$ cat config.mk
export PLATFORM = sky130hd
export DESIGN_NAME = display_timing_gen
export DESIGN_NICKNAME = d
export VERILOG_FILES = /design/src/rtl/display_timing_gen.sv
export SDC_FILE = /design/constraint.sdc
export NUM_CORES = 1
export LEC_CHECK = 0
export ABC_AREA = 1
export BUFFER_PORTS_ARGS = -buffer_cell sky130_fd_sc_hd__buf_4
export CORE_MARGIN = 2
export CORE_UTILIZATION = 30
export CTS_CLUSTER_SIZE = 24
export DETAILED_ROUTE_END_ITERATION = 8
export REMOVE_ABC_BUFFERS = 1
export SLEW_MARGIN = 20
export SYNTH_ARGS = -nofsm -noshare
export SYNTH_HDL_FRONTEND = slang
export SYNTH_SLANG_ARGS = --single-unit
export TNS_END_PERCENT = 5
$ cat constraint.sdc
create_clock -name clk -period 3.3 [get_ports clk]
set_input_delay 0.165 -clock clk [delete_from_list [all_inputs] [get_ports clk]]
set_output_delay 0.165 -clock clk [all_outputs]
set_load 0.05 [all_outputs]
$ cat src/rtl/display_timing_gen.sv
// display_timing_gen: pixel-tick divider plus raster counters producing
// coordinates, syncs, video_on, line/frame strobes and a frame counter.
module display_timing_gen #(
  parameter int H_ACTIVE  = 640,
  parameter int H_FP      = 16,
  parameter int H_SYNC    = 96,
  parameter int H_BP      = 48,
  parameter int V_ACTIVE  = 480,
  parameter int V_FP      = 10,
  parameter int V_SYNC    = 2,
  parameter int V_BP      = 33,
  parameter bit HSYNC_POL = 1'b0,
  parameter bit VSYNC_POL = 1'b0,
  parameter int CLK_DIV   = 4,
  parameter int XW        = 10,
  parameter int YW        = 10,
  parameter int FRAME_W   = 16
) (
  input  logic               clk,
  input  logic               reset,
  input  logic               enable,
  output logic               p_tick,
  output logic [XW-1:0]      x,
  output logic [YW-1:0]      y,
  output logic               hsync,
  output logic               vsync,
  output logic               video_on,
  output logic               line_start,
  output logic               frame_start,
  output logic [FRAME_W-1:0] frame_count
);
  localparam int H_TOTAL = H_ACTIVE + H_FP + H_SYNC + H_BP;
  localparam int V_TOTAL = V_ACTIVE + V_FP + V_SYNC + V_BP;
  localparam int DW = (CLK_DIV > 1) ? $clog2(CLK_DIV) : 1;
  localparam logic [DW-1:0] DIV_LAST = DW'(CLK_DIV - 1);
  localparam logic [XW-1:0] H_LAST = XW'(H_TOTAL - 1);
  localparam logic [XW-1:0] H_VIS  = XW'(H_ACTIVE);
  localparam logic [XW-1:0] HS_BEG = XW'(H_ACTIVE + H_FP);
  localparam logic [XW-1:0] HS_END = XW'(H_ACTIVE + H_FP + H_SYNC);
  localparam logic [YW-1:0] V_LAST = YW'(V_TOTAL - 1);
  localparam logic [YW-1:0] V_VIS  = YW'(V_ACTIVE);
  localparam logic [YW-1:0] VS_BEG = YW'(V_ACTIVE + V_FP);
  localparam logic [YW-1:0] VS_END = YW'(V_ACTIVE + V_FP + V_SYNC);

  logic [DW-1:0]      div_q, div_d;
  logic               p_tick_q, p_tick_d;
  logic [XW-1:0]      x_q, x_d;
  logic [YW-1:0]      y_q, y_d;
  logic               hsync_q, hsync_d;
  logic               vsync_q, vsync_d;
  logic               video_on_q, video_on_d;
  logic               line_start_q, line_start_d;
  logic               frame_start_q, frame_start_d;
  logic [FRAME_W-1:0] frame_count_q, frame_count_d;
  logic               wrap, h_wrap;

  // Registered outputs are derived from the next-state counters so they
  // switch on the same edge as x/y.
  always_comb begin
    wrap          = div_q == DIV_LAST;
    h_wrap        = p_tick_q && x_q == H_LAST;
    div_d         = enable ? (wrap ? '0 : div_q + DW'(1)) : div_q;
    p_tick_d      = enable && wrap;
    x_d           = p_tick_q ? (h_wrap ? '0 : x_q + XW'(1)) : x_q;
    y_d           = h_wrap ? (y_q == V_LAST ? '0 : y_q + YW'(1)) : y_q;
    hsync_d       = (x_d >= HS_BEG && x_d < HS_END) ? HSYNC_POL : ~HSYNC_POL;
    vsync_d       = (y_d >= VS_BEG && y_d < VS_END) ? VSYNC_POL : ~VSYNC_POL;
    video_on_d    = x_d < H_VIS && y_d < V_VIS;
    line_start_d  = p_tick_q && x_d == '0;
    frame_start_d = line_start_d && y_d == '0;
    frame_count_d = frame_count_q + FRAME_W'(frame_start_d);
  end

  always_ff @(posedge clk or negedge reset) begin
    if (!reset) begin
      div_q         <= '0;
      p_tick_q      <= 1'b0;
      x_q           <= H_LAST;
      y_q           <= V_LAST;
      hsync_q       <= ~HSYNC_POL;
      vsync_q       <= ~VSYNC_POL;
      video_on_q    <= 1'b0;
      line_start_q  <= 1'b0;
      frame_start_q <= 1'b0;
      frame_count_q <= '0;
    end else begin
      div_q         <= div_d;
      p_tick_q      <= p_tick_d;
      x_q           <= x_d;
      y_q           <= y_d;
      hsync_q       <= hsync_d;
      vsync_q       <= vsync_d;
      video_on_q    <= video_on_d;
      line_start_q  <= line_start_d;
      frame_start_q <= frame_start_d;
      frame_count_q <= frame_count_d;
    end
  end

  assign p_tick      = p_tick_q;
  assign x           = x_q;
  assign y           = y_q;
  assign hsync       = hsync_q;
  assign vsync       = vsync_q;
  assign video_on    = video_on_q;
  assign line_start  = line_start_q;
  assign frame_start = frame_start_q;
  assign frame_count = frame_count_q;
endmodule

== Word level (Yosys, flattened, before mapping) ==
Index checks and enable logic that the tools add are counted.

* Output and inout bits: 42
* Register bits: 44

* Add/subtract/negate cells: 4
* Mux-type cells: 7
* Magnitude comparators: 6
* Eq/ne operators: 3
* Reductions and logical operators: 9

{| class="wikitable"
|+ Operators with widths
! operator !! number
|-
| $mux 10 || 4
|-
| $add 10x1->10 const B || 2
|-
| $eq 10x10->1 const B || 2
|-
| $logic_not 10->1 || 2
|-
| $lt 10x10->1 const B || 2
|-
| $lt 10x9->1 const B || 2
|-
| $add 16x1->16 || 1
|-
| $ge 10x10->1 const B || 1
|-
| $ge 10x9->1 const B || 1
|-
| $logic_and 1x1->1 || 7
|-
| $add 2x1->2 const B || 1
|-
| $eq 2x2->1 const B || 1
|-
| $mux 1 || 2
|-
| $mux 2 || 1
|}

== Logic depth before layout (Yosys ltp) ==
Gate-level depths: netlist of run 1.

* Word-level depth: 8
* Depth in mapped cells: 21

== Worst setup path after synthesis of run 1 ==
OpenSTA, ideal clock, no wires.

* Kind: flip-flop to flip-flop
* Start point: register x_q[0], in the netlist x[0]
* End point: register frame_count_q[12], in the netlist frame_count[12]
* Cell stages (with the launch flop): 21
* Path slack: -65 ps
* Clock period less this slack: 3365 ps
* Library setup time: 142 ps
* Arrival time: 3223 ps
* Path through: dfstp_2 > ha_1 > nand3_2 > inv_2 > nand2_2 > nor2_4 > buf_6 > nand3_2 > nand2_2 > nand2_1 > nor2_1 > nand3_1 > nor2_1 > ha_1 > ha_1 > nand3_1 > nor3b_1 > nand2_1 > nor2_1 > nand3_1 > xnor2_1

* Longest elaborated chain between the ends: 8
* Elaborated cells on any way between the ends: 11

{| class="wikitable"
|+ RTL lines
! what !! line !! RTL
|-
| from (decl) || 47 || <nowiki>logic [XW-1:0] x_q, x_d;</nowiki>
|-
| from (signal assigned) || 78 || <nowiki>x_q <= H_LAST;</nowiki>
|-
| from (signal assigned) || 89 || <nowiki>x_q <= x_d;</nowiki>
|-
| branches (longest 6 deep; another with $add 10x1->10) || -- ||
|-
| $logic_and 1x1->1 * || 70 || <nowiki>frame_start_d = line_start_d && y_d == '0;</nowiki>
|-
| net frame_start_d || 53 || <nowiki>logic frame_start_q, frame_start_d;</nowiki>
|-
| $add 16x1->16 * || 71 || <nowiki>frame_count_d = frame_count_q + FRAME_W'(frame_start_d);</nowiki>
|-
| net frame_count_d[12] || 54 || <nowiki>logic [FRAME_W-1:0] frame_count_q, frame_count_d;</nowiki>
|-
| to (signal assigned) || 96 || <nowiki>frame_count_q <= frame_count_d;</nowiki>
|-
| to (decl) || 54 ||
|}

Mark *: on every way through the listed nets, which the timed path passes.
A chain may end at the register's enable or synchronous reset.

== Worst setup path in the final report of run 1 ==
Ends and elaborated chain as after synthesis.

==> PnR_summary.wiki, run 1 <==
{| class="wikitable"
! Metric !! Value
|-
| Total Wirelength || between 5000 and 6000 um
|-
| Critical path destination || frame_count[12]$_DFF_PN0_
|-
| Die ar. || ~8700 um2
|-
| Placed wire-length estimate || 4110 um
|-
| Number of primary I/O pins || 45
|-
| Residual antenna-violating net count after detailed routing || 0
|-
| Synthesized instance count || around 300
|-
| Worst setup path class || flop to flop
|-
| Internal portion of total power || 0.998 mW
|-
| Post-synthesis instance area || 2390 um2
|-
| Crit Reg-Reg Endpoint || frame_count[12]$_DFF_PN0_
|-
| Clock tree from TritonCTS || yes
|-
| CP most frequent cell || sky130_fd_sc_hd__nand3_1
|-
| Count of routing violations after the opening detailed-route iteration || roughly 110
|-
| Relative slew slack || between 60 and 70%
|-
| Warnings from Yosys || 0
|-
| Maximum buffer depth of the clock tree || 2
|-
| Reg-to-reg startpoint || x[0]$_DFF_PN1_
|-
| Part of the cycle the worst path needs || 93.7%
|-
| Reg-to-reg setup timing slack || 210 ps
|-
| Power per unit of standard cell area || 487 nW/um2
|-
| Max-slew violation count || 0
|-
| Slew at the pin closest to its max-slew limit || 558 ps
|-
| Overall power || 1.54 mW
|-
| CP Capture Type || flop
|-
| Data required time at the worst endpoint || 3490 ps
|-
| Count of distinct cell types in the synthesized netlist || 26
|-
| Hold Slack || 78.4 ps
|-
| Post-synthesis register bit count || 44
|-
| Average detailed-routed wire length per instance || 11.8 um
|-
| Row count || 32
|-
| Nets || around 380
|-
| Final weighted congestion in routability-driven placement || 0.868
|-
| Seq. cell area || between 1000 and 1500 um2
|-
| Sinks on Clock Net || 44
|-
| Sequential cell fraction of total power || between 40% and 50%
|-
| Clock Power Share || between 20% and 30%
|-
| Max IR drop VDD || 405 uV
|-
| Type of the most critical hold path || primary input to flop
|-
| Clock edge transition at the registers on the reported setup and hold paths || roughly 90 ps
|-
| Leakage power || roughly 1.7 nW
|-
| Combinational group share of total power || 27.0%
|-
| GRT Total Usage || 13.2%
|-
| Inserted Diodes || 0
|-
| Sw Share || 35.4%
|-
| Die height || roughly 93 um
|-
| Cell at the root of the clock tree || sky130_fd_sc_hd__clkbuf_8
|-
| Vias in the first global route || 2000
|-
| Area of the multi-input gates || 1150 um2
|-
| First-pass detailed-route iteration total || 4
|-
| RSZ-0062 raised after global routing || yes
|-
| Final-report hold violation count || 0
|-
| Largest fanout of any net on the critical path || 5
|-
| Startpoint of the worst hold path || enable
|-
| Proportion of layout cells with a drive suffix above 1 || 30.9%
|-
| Overflow left after global routing || 0
|-
| Crit path max-delay cell type || sky130_fd_sc_hd__dfstp_2
|-
| Syn avg cell area || approximately 8 um2
|-
| Inserted Clock Buffers || 5
|-
| P_sw || 0.547 mW
|-
| Via density || 4.49
|-
| Level count of the clock H-tree || 2
|-
| Setup clock skew after layout || 9.12 ps
|-
| Fill cell count || 791
|-
| Outcome || finished, final reports clean
|-
| Floorplan core area || about 7700 um2
|-
| Path depth of the worst reg2reg path || 18
|-
| Antenna violations before repair || 0
|-
| Crit path cell chain || ha_4, nand3_4, buf_4, nor2_2, nand2_1, nand2_1, nand3_1, nor2_1, nand3_1, nor2_2, ha_2, ha_2, nand3_2, nor3b_2, nand2_2, nor2_4, nand3_1, xnor2_1
|-
| Number of setup violations in the final report || 0
|-
| Maximum number of pins on one net before global-route repair || 45
|-
| Start point of the critical path || x[0]$_DFF_PN1_
|-
| Peak clock frequency supported by timing || 324 MHz
|-
| Synth-to-Final Area Change || 32.6%
|-
| Max cap viols || 0
|-
| Share of the yosys chip area belonging to registers || roughly 47%
|-
| Data arrival time at the worst-slack endpoint || ~3300 ps
|-
| Routed via count || 2117
|-
| Die outline width || 93.3 um
|-
| Time the worst path needs with I/O delays and setup || 3090 ps
|-
| DRC violation count after routing || 0
|-
| Insertion delay of the later-clocked pin in the worst-skew pair || around 300 ps
|-
| Global-route wire length before repair || 9210 um
|-
| Longest individual stage delay on the worst path || 600 ps
|-
| Initial cell density of the core || 31.0%
|-
| Critical Path Source Type || flop
|-
| Number of input and output port buffers inserted || 44
|}
==> worst max-delay path, delay by kind of cell, from the launching register on <==
family	cells	cell delay, ps
simple gates	13	1550
flops	1	600
buf+inv	1	160
xor+xnor	1	130
fa+ha+maj	3	550
==> placed cells by master, fill, tap and decap left out, types with 2 or more instances in the layout <==
cell type | netlist | routed
sky130_fd_sc_hd__nand2_1 | 81 | 78
sky130_fd_sc_hd__buf_4 | 0 | 58
sky130_fd_sc_hd__inv_1 | 54 | 54
sky130_fd_sc_hd__dfrtp_1 | 32 | 31
sky130_fd_sc_hd__nand3_1 | 30 | 28
sky130_fd_sc_hd__nor2_1 | 31 | 26
sky130_fd_sc_hd__xor2_1 | 13 | 13
sky130_fd_sc_hd__dfstp_2 | 12 | 12
sky130_fd_sc_hd__nor2_2 | 3 | 8
sky130_fd_sc_hd__nand4_1 | 6 | 6
sky130_fd_sc_hd__nand2_2 | 3 | 6
sky130_fd_sc_hd__clkbuf_8 | 0 | 6
sky130_fd_sc_hd__nor3_2 | 0 | 4
sky130_fd_sc_hd__nand3_2 | 4 | 4
sky130_fd_sc_hd__nor2_4 | 2 | 3
sky130_fd_sc_hd__a21oi_1 | 3 | 3
sky130_fd_sc_hd__xnor2_1 | 3 | 3
sky130_fd_sc_hd__o21ai_0 | 3 | 3
sky130_fd_sc_hd__ha_1 | 6 | 3
sky130_fd_sc_hd__nand3_4 | 0 | 2
sky130_fd_sc_hd__o21bai_1 | 2 | 2
sky130_fd_sc_hd__nor3_1 | 6 | 2
sky130_fd_sc_hd__ha_2 | 0 | 2
==> power by group through the flow <==
stage          logic (mW)  registers (mW)  clock network [mW]
3_5_place_dp        0.406           0.689                   0
5_1_grt             0.449           0.700               0.470
3_3_place_gp        0.405           0.686                   0
4_1_cts             0.409           0.680               0.452
2_1_floorplan       0.106           0.854                   0
6_report            0.418           0.691               0.436
==> synth_stat cells, drive strengths merged <==
cell / count / area, um2
nand3: 34 / 190
nor3b: 1 / 7.51
o21ai: 3 / 15.0
mux2: 1 / 11.3
nand4: 6 / 37.5
a21oi: 3 / 15.0
inv: 55 / 206
dfrtp: 32 / 801
xor2: 13 / 114
nand2b: 1 / 6.26
nand3b: 1 / 7.51
nor4: 1 / 6.26
nor3: 6 / 30.0
buf: 2 / 22.5
nor2: 36 / 158
o21bai: 2 / 15.0
ha: 6 / 75.1
dfstp: 12 / 315
nand2: 85 / 334
xnor2: 3 / 26.3
==> flip-flops by register name, indices dropped and copies added, names as in the netlist <==
| register | count |
|---|---|
| div_q | 2 |
| p_tick | 1 |
| y | 10 |
| frame_count | 16 |
| hsync | 1 |
| video_on | 1 |
| line_start | 1 |
| vsync | 1 |
| x | 10 |
| frame_start | 1 |
==> layout make-up <==
cell class	instances	area share, %
clock buffers	6	2.60
clock inverters	2	1.22
inverters	55	6.58
multi-input cells	203	36.3
flip-flops and latches	44	35.2
well taps	102	4.02
repair buffers	59	14.0
==> metrics by stage <==
| step | TNS, ps | worst slack (ps) | instance area [um2] | cells | utilization [%] |
|---|---|---|---|---|---|
| floorplan | -49.1 | -49.1 | 2370 | 301 | - |
| global placement | 0 | 29.9 | 2900 | 456 | 37.5 |
| global route | -113 | -59.3 | 3170 | 471 | 41.1 |
| CTS | 0 | 15.4 | 3050 | 465 | 39.4 |
| detailed placement | -135 | -89.8 | 2900 | 456 | 37.5 |
| finish | 0 | 209 | 3170 | 471 | 41.1 |
==> timing repair <==
action	CTS	global route
gates cloned	0	1
buffers inserted	0	5
endpoints found under the hold margin	32	0
endpoints found under the setup margin	3	9
gates resized for setup	3	22
hold buffers	1	0
pin swaps	0	10
==> routing by layer <==
layer	part of all wire, %	GRT usage (%)	wire, um
met1	47	18.1	2590
met3	3.9	2.01	217
met2	49	21.3	2700
met5	0	0	0
met4	0.95	4.41	53
==> kinds of logic (layout without fill, tap and decap cells) <==
logic type               after synthesis  count (layout)  synth area share, %
XOR/XNOR                              16              16                 5.85
multiplexers                           1               1                0.470
flip-flops                            44              44                 46.6
adder cells (fa/ha/maj)                6               6                 3.14
AND/OR/NAND/NOR                      171             172                 32.5
buffers and inverters                 57             122                 9.57
AO/OA/AOI/OAI                          8               8                 1.88
==> how the worst min path moves through the flow <==
stage,slack [ps],end,cells after the start
after global placement,190,div_q[1]$_DFFE_PN0P_,1
after CTS,70,div_q[0]$_DFFE_PN0P_,2
final,80,div_q[0]$_DFFE_PN0P_,2
after floorplan,-130,div_q[0]$_DFFE_PN0P_,0
after global routing,80,div_q[0]$_DFFE_PN0P_,2
after detailed placement,200,p_tick$_DFF_PN0_,1
No activity file was read; power rests on OpenSTA's default activity.
==> inputs of run 2 (changes only) <==
REMOVE_ABC_BUFFERS = default   (was 1)
==> PnR_summary.wiki, run 2 (synthesis results as in run 1) <==
{| class="wikitable"
! Metric !! Value
|-
| Total Wirelength || 5530 um (-0.63%)
|-
| Crit Reg-Reg Endpoint || frame_count[12]$_DFF_PN0_
|-
| Relative slew slack || 64.1% (+1.3 points)
|-
| Vias in the first global route || 1963 (-1.8%)
|-
| Maximum buffer depth of the clock tree || 2 (unchanged)
|-
| Initial cell density of the core || 31.0% (unchanged)
|-
| Synth-to-Final Area Change || 36.2%
|-
| Type of the most critical hold path || primary input to flop
|-
| Leakage power || 1.73 nW (+3.2%)
|-
| Placed cell areas || 2950 um2 (+1.7%)
|-
| Insertion delay of the later-clocked pin in the worst-skew pair || 300 ps (about the same)
|-
| Critical Path Source Type || flop
|-
| Routed length on met2 || 2590 um (-4.1%)
|-
| Via density || 4.31 (-4.2%)
|-
| Residual antenna-violating net count after detailed routing || 0 (unchanged)
|-
| Time the worst path needs with I/O delays and setup || 3070 ps (-19.5 ps)
|-
| Sink of the worst hold path || div_q[0]$_DFFE_PN0P_
|-
| Count of routing violations after the opening detailed-route iteration || 84 (-26%)
|-
| Utilization after layout || 42.2% (+1.1 points)
|-
| Row count || 32 (unchanged)
|-
| Proportion of layout cells with a drive suffix above 1 || 33.0% (+2.1 points)
|-
| Global-route wire length before repair || 8960 um (-2.7%)
|-
| Number of primary I/O pins || 45 (unchanged)
|-
| Setup clock skew after layout || 8.05 ps (-1.07 ps)
|-
| Number of setup violations in the final report || 0 (unchanged)
|-
| DRC violation count after routing || 0 (unchanged)
|-
| Reg-to-reg startpoint || x[1]$_DFF_PN1_
|-
| Max IR drop VDD || 503 uV (+24%)
|-
| Final weighted congestion in routability-driven placement || 0.887 (+2.2%)
|-
| Path depth of the worst reg2reg path || 19 (+1)
|-
| Cell at the root of the clock tree || sky130_fd_sc_hd__clkbuf_8
|-
| CP Capture Type || flop
|-
| Depth of the worst hold-timing path || 2 (unchanged)
|-
| Fill cell count || 774 (-2.1%)
|-
| Die outline width || 93.3 um (unchanged)
|-
| Die ar. || 8710 um2 (unchanged)
|-
| Layout Cell Area excl Fill || 3260 um2 (+2.7%)
|-
| Worst setup path class || flop to flop
|-
| Routed met1 length || 2650 um (+2.4%)
|-
| Routed via count || 2046 (-3.4%)
|-
| Power per unit of standard cell area || 481 nW/um2 (-1.1%)
|-
| Leading cell types in the layout, fill and taps excluded || sky130_fd_sc_hd__nand2_1, sky130_fd_sc_hd__buf_4, sky130_fd_sc_hd__inv_1
|-
| Data required time at the worst endpoint || 3490 ps (about the same)
|-
| Average detailed-routed wire length per instance || 11.6 um (-1.5%)
|-
| Overflow left after global routing || 0 (unchanged)
|-
| Clock edge transition at the registers on the reported setup and hold paths || 90 ps (about the same)
|-
| Slew at the pin closest to its max-slew limit || 538 ps (-19.8 ps)
|-
| Antenna violations before repair || 0 (unchanged)
|-
| Reg-to-reg setup timing slack || 230 ps (+20 ps)
|-
| Data arrival time at the worst-slack endpoint || 3260 ps (-20 ps)
|-
| Part of the cycle the worst path needs || 93.1% (-0.59 points)
|-
| GRT Total Usage || 13.1% (-0.14 points)
|-
| Final-report hold violation count || 0 (unchanged)
|-
| Maximum number of pins on one net before global-route repair || 45 (unchanged)
|-
| Sinks on Clock Net || 44 (unchanged)
|-
| Clock tree from TritonCTS || yes
|-
| Top routing layer in use || met4
|-
| Placed wire-length estimate || 4160 um (+1.3%)
|-
| Max-slew violation count || 0 (unchanged)
|-
| Inserted Clock Buffers || 5 (unchanged)
|-
| Post-Syn Nets || 312
|-
| Number of input and output port buffers inserted || 44 (unchanged)
|-
| Overall power || 1.57 mW (+1.6%)
|-
| First-pass detailed-route iteration total || 4 (unchanged)
|-
| Nets || 381 (+1.1%)
|-
| Startpoint of the worst hold path || enable
|-
| Inserted Diodes || 0 (unchanged)
|-
| Flip-flop count of the largest register after layout || 16 (unchanged)
|-
| Floorplan core area || 7730 um2 (unchanged)
|-
| Max cap viols || 0 (unchanged)
|-
| Die height || 93.3 um (unchanged)
|-
| Commonest non-fill, non-tap cell in the layout || sky130_fd_sc_hd__nand2_1
|-
| Met3 wire length || 176 um (-19%)
|-
| Level count of the clock H-tree || 2 (unchanged)
|-
| Outcome || finished, final reports clean
|-
| Peak clock frequency supported by timing || 326 MHz (+0.63%)
|-
| Largest fanout of any net on the critical path || 8 (+3)
|}
==> run 2: cell types whose count changed in the layout (fill, tap and decap cells not counted), sizes merged <==
cell,before,now
nor2,37,36
buf,58,63
==> run 2: worst max path at each step <==
stage / startpoint / end / slack, ps / depth (start not counted)
after detailed placement: x[0]$_DFF_PN1_ / frame_count[11]$_DFF_PN0_ / 80 / 17
final: x[1]$_DFF_PN1_ / frame_count[12]$_DFF_PN0_ / 230 / 19
after global routing: x[1]$_DFF_PN1_ / frame_count[11]$_DFF_PN0_ / -20 / 18
after CTS: x[0]$_DFF_PN1_ / frame_count[11]$_DFF_PN0_ / 20 / 17
after floorplan: x[0]$_DFF_PN1_ / frame_count[12]$_DFF_PN0_ / 5 / 20
after global placement: x[0]$_DFF_PN1_ / frame_count[11]$_DFF_PN0_ / 180 / 16
==> run 2: cell type report <==
cell class	instances	area (um2)	area share (%)
multi-input combinational	202	1200	36.8
sequential	44	1120	34.2
timing repair buffer	64	487	14.9
inverter	55	209	6.41
tap	102	128	3.91
clock buffer	6	82.6	2.53
clock inverter	2	38.8	1.19
==> run 2: what timing repair did <==
action	CTS	global route
hold endpoints to repair	32	0
endpoints found under the setup margin	0	9
buffers inserted	0	4
hold buffers	1	0
resized for setup	0	34
==> run 2: metal layers <==
layer / global-route usage (%) / vias to the layer above
met5: 0 / -
li1: - / 1073
met3: 2.42 / 8
met2: 21.5 / 32
met1: 16.6 / 933
met4: 6.00 / 0
==> run 2: critical path: stages (launching register included) <==
cell	delay, ps
sky130_fd_sc_hd__dfstp_2	590
sky130_fd_sc_hd__ha_4	160
sky130_fd_sc_hd__nand3_4	110
sky130_fd_sc_hd__inv_4	100
sky130_fd_sc_hd__nand2_2	60
sky130_fd_sc_hd__nor2_4	250
sky130_fd_sc_hd__nand3_2	110
sky130_fd_sc_hd__nand2_2	90
sky130_fd_sc_hd__nand2_2	70
sky130_fd_sc_hd__nor2_2	90
sky130_fd_sc_hd__nand3_2	100
sky130_fd_sc_hd__nor2_4	150
sky130_fd_sc_hd__ha_4	160
sky130_fd_sc_hd__ha_4	150
sky130_fd_sc_hd__nand3_4	90
sky130_fd_sc_hd__nor3b_4	220
sky130_fd_sc_hd__nand2_2	100
sky130_fd_sc_hd__nor2_2	120
sky130_fd_sc_hd__nand3_1	90
sky130_fd_sc_hd__xnor2_1	140
==> run 2: metrics by stage <==
step	std cells	setup TNS, ps	worst slack (ps)	hold WS, ps
2_1_floorplan	303	0	4.90	-131
3_3_place_gp	462	0	178	193
3_5_place_dp	462	0	76.9	194
4_1_cts	471	0	18.4	52.9
5_1_grt	475	-19.6	-19.6	60.8
6_report	475	0	229	65.9
==> run 2: where the power goes <==
part | switching [mW] | internal [mW]
combinational | 0.290 | 0.145
sequential | 0.0784 | 0.618
clock | 0.190 | 0.248
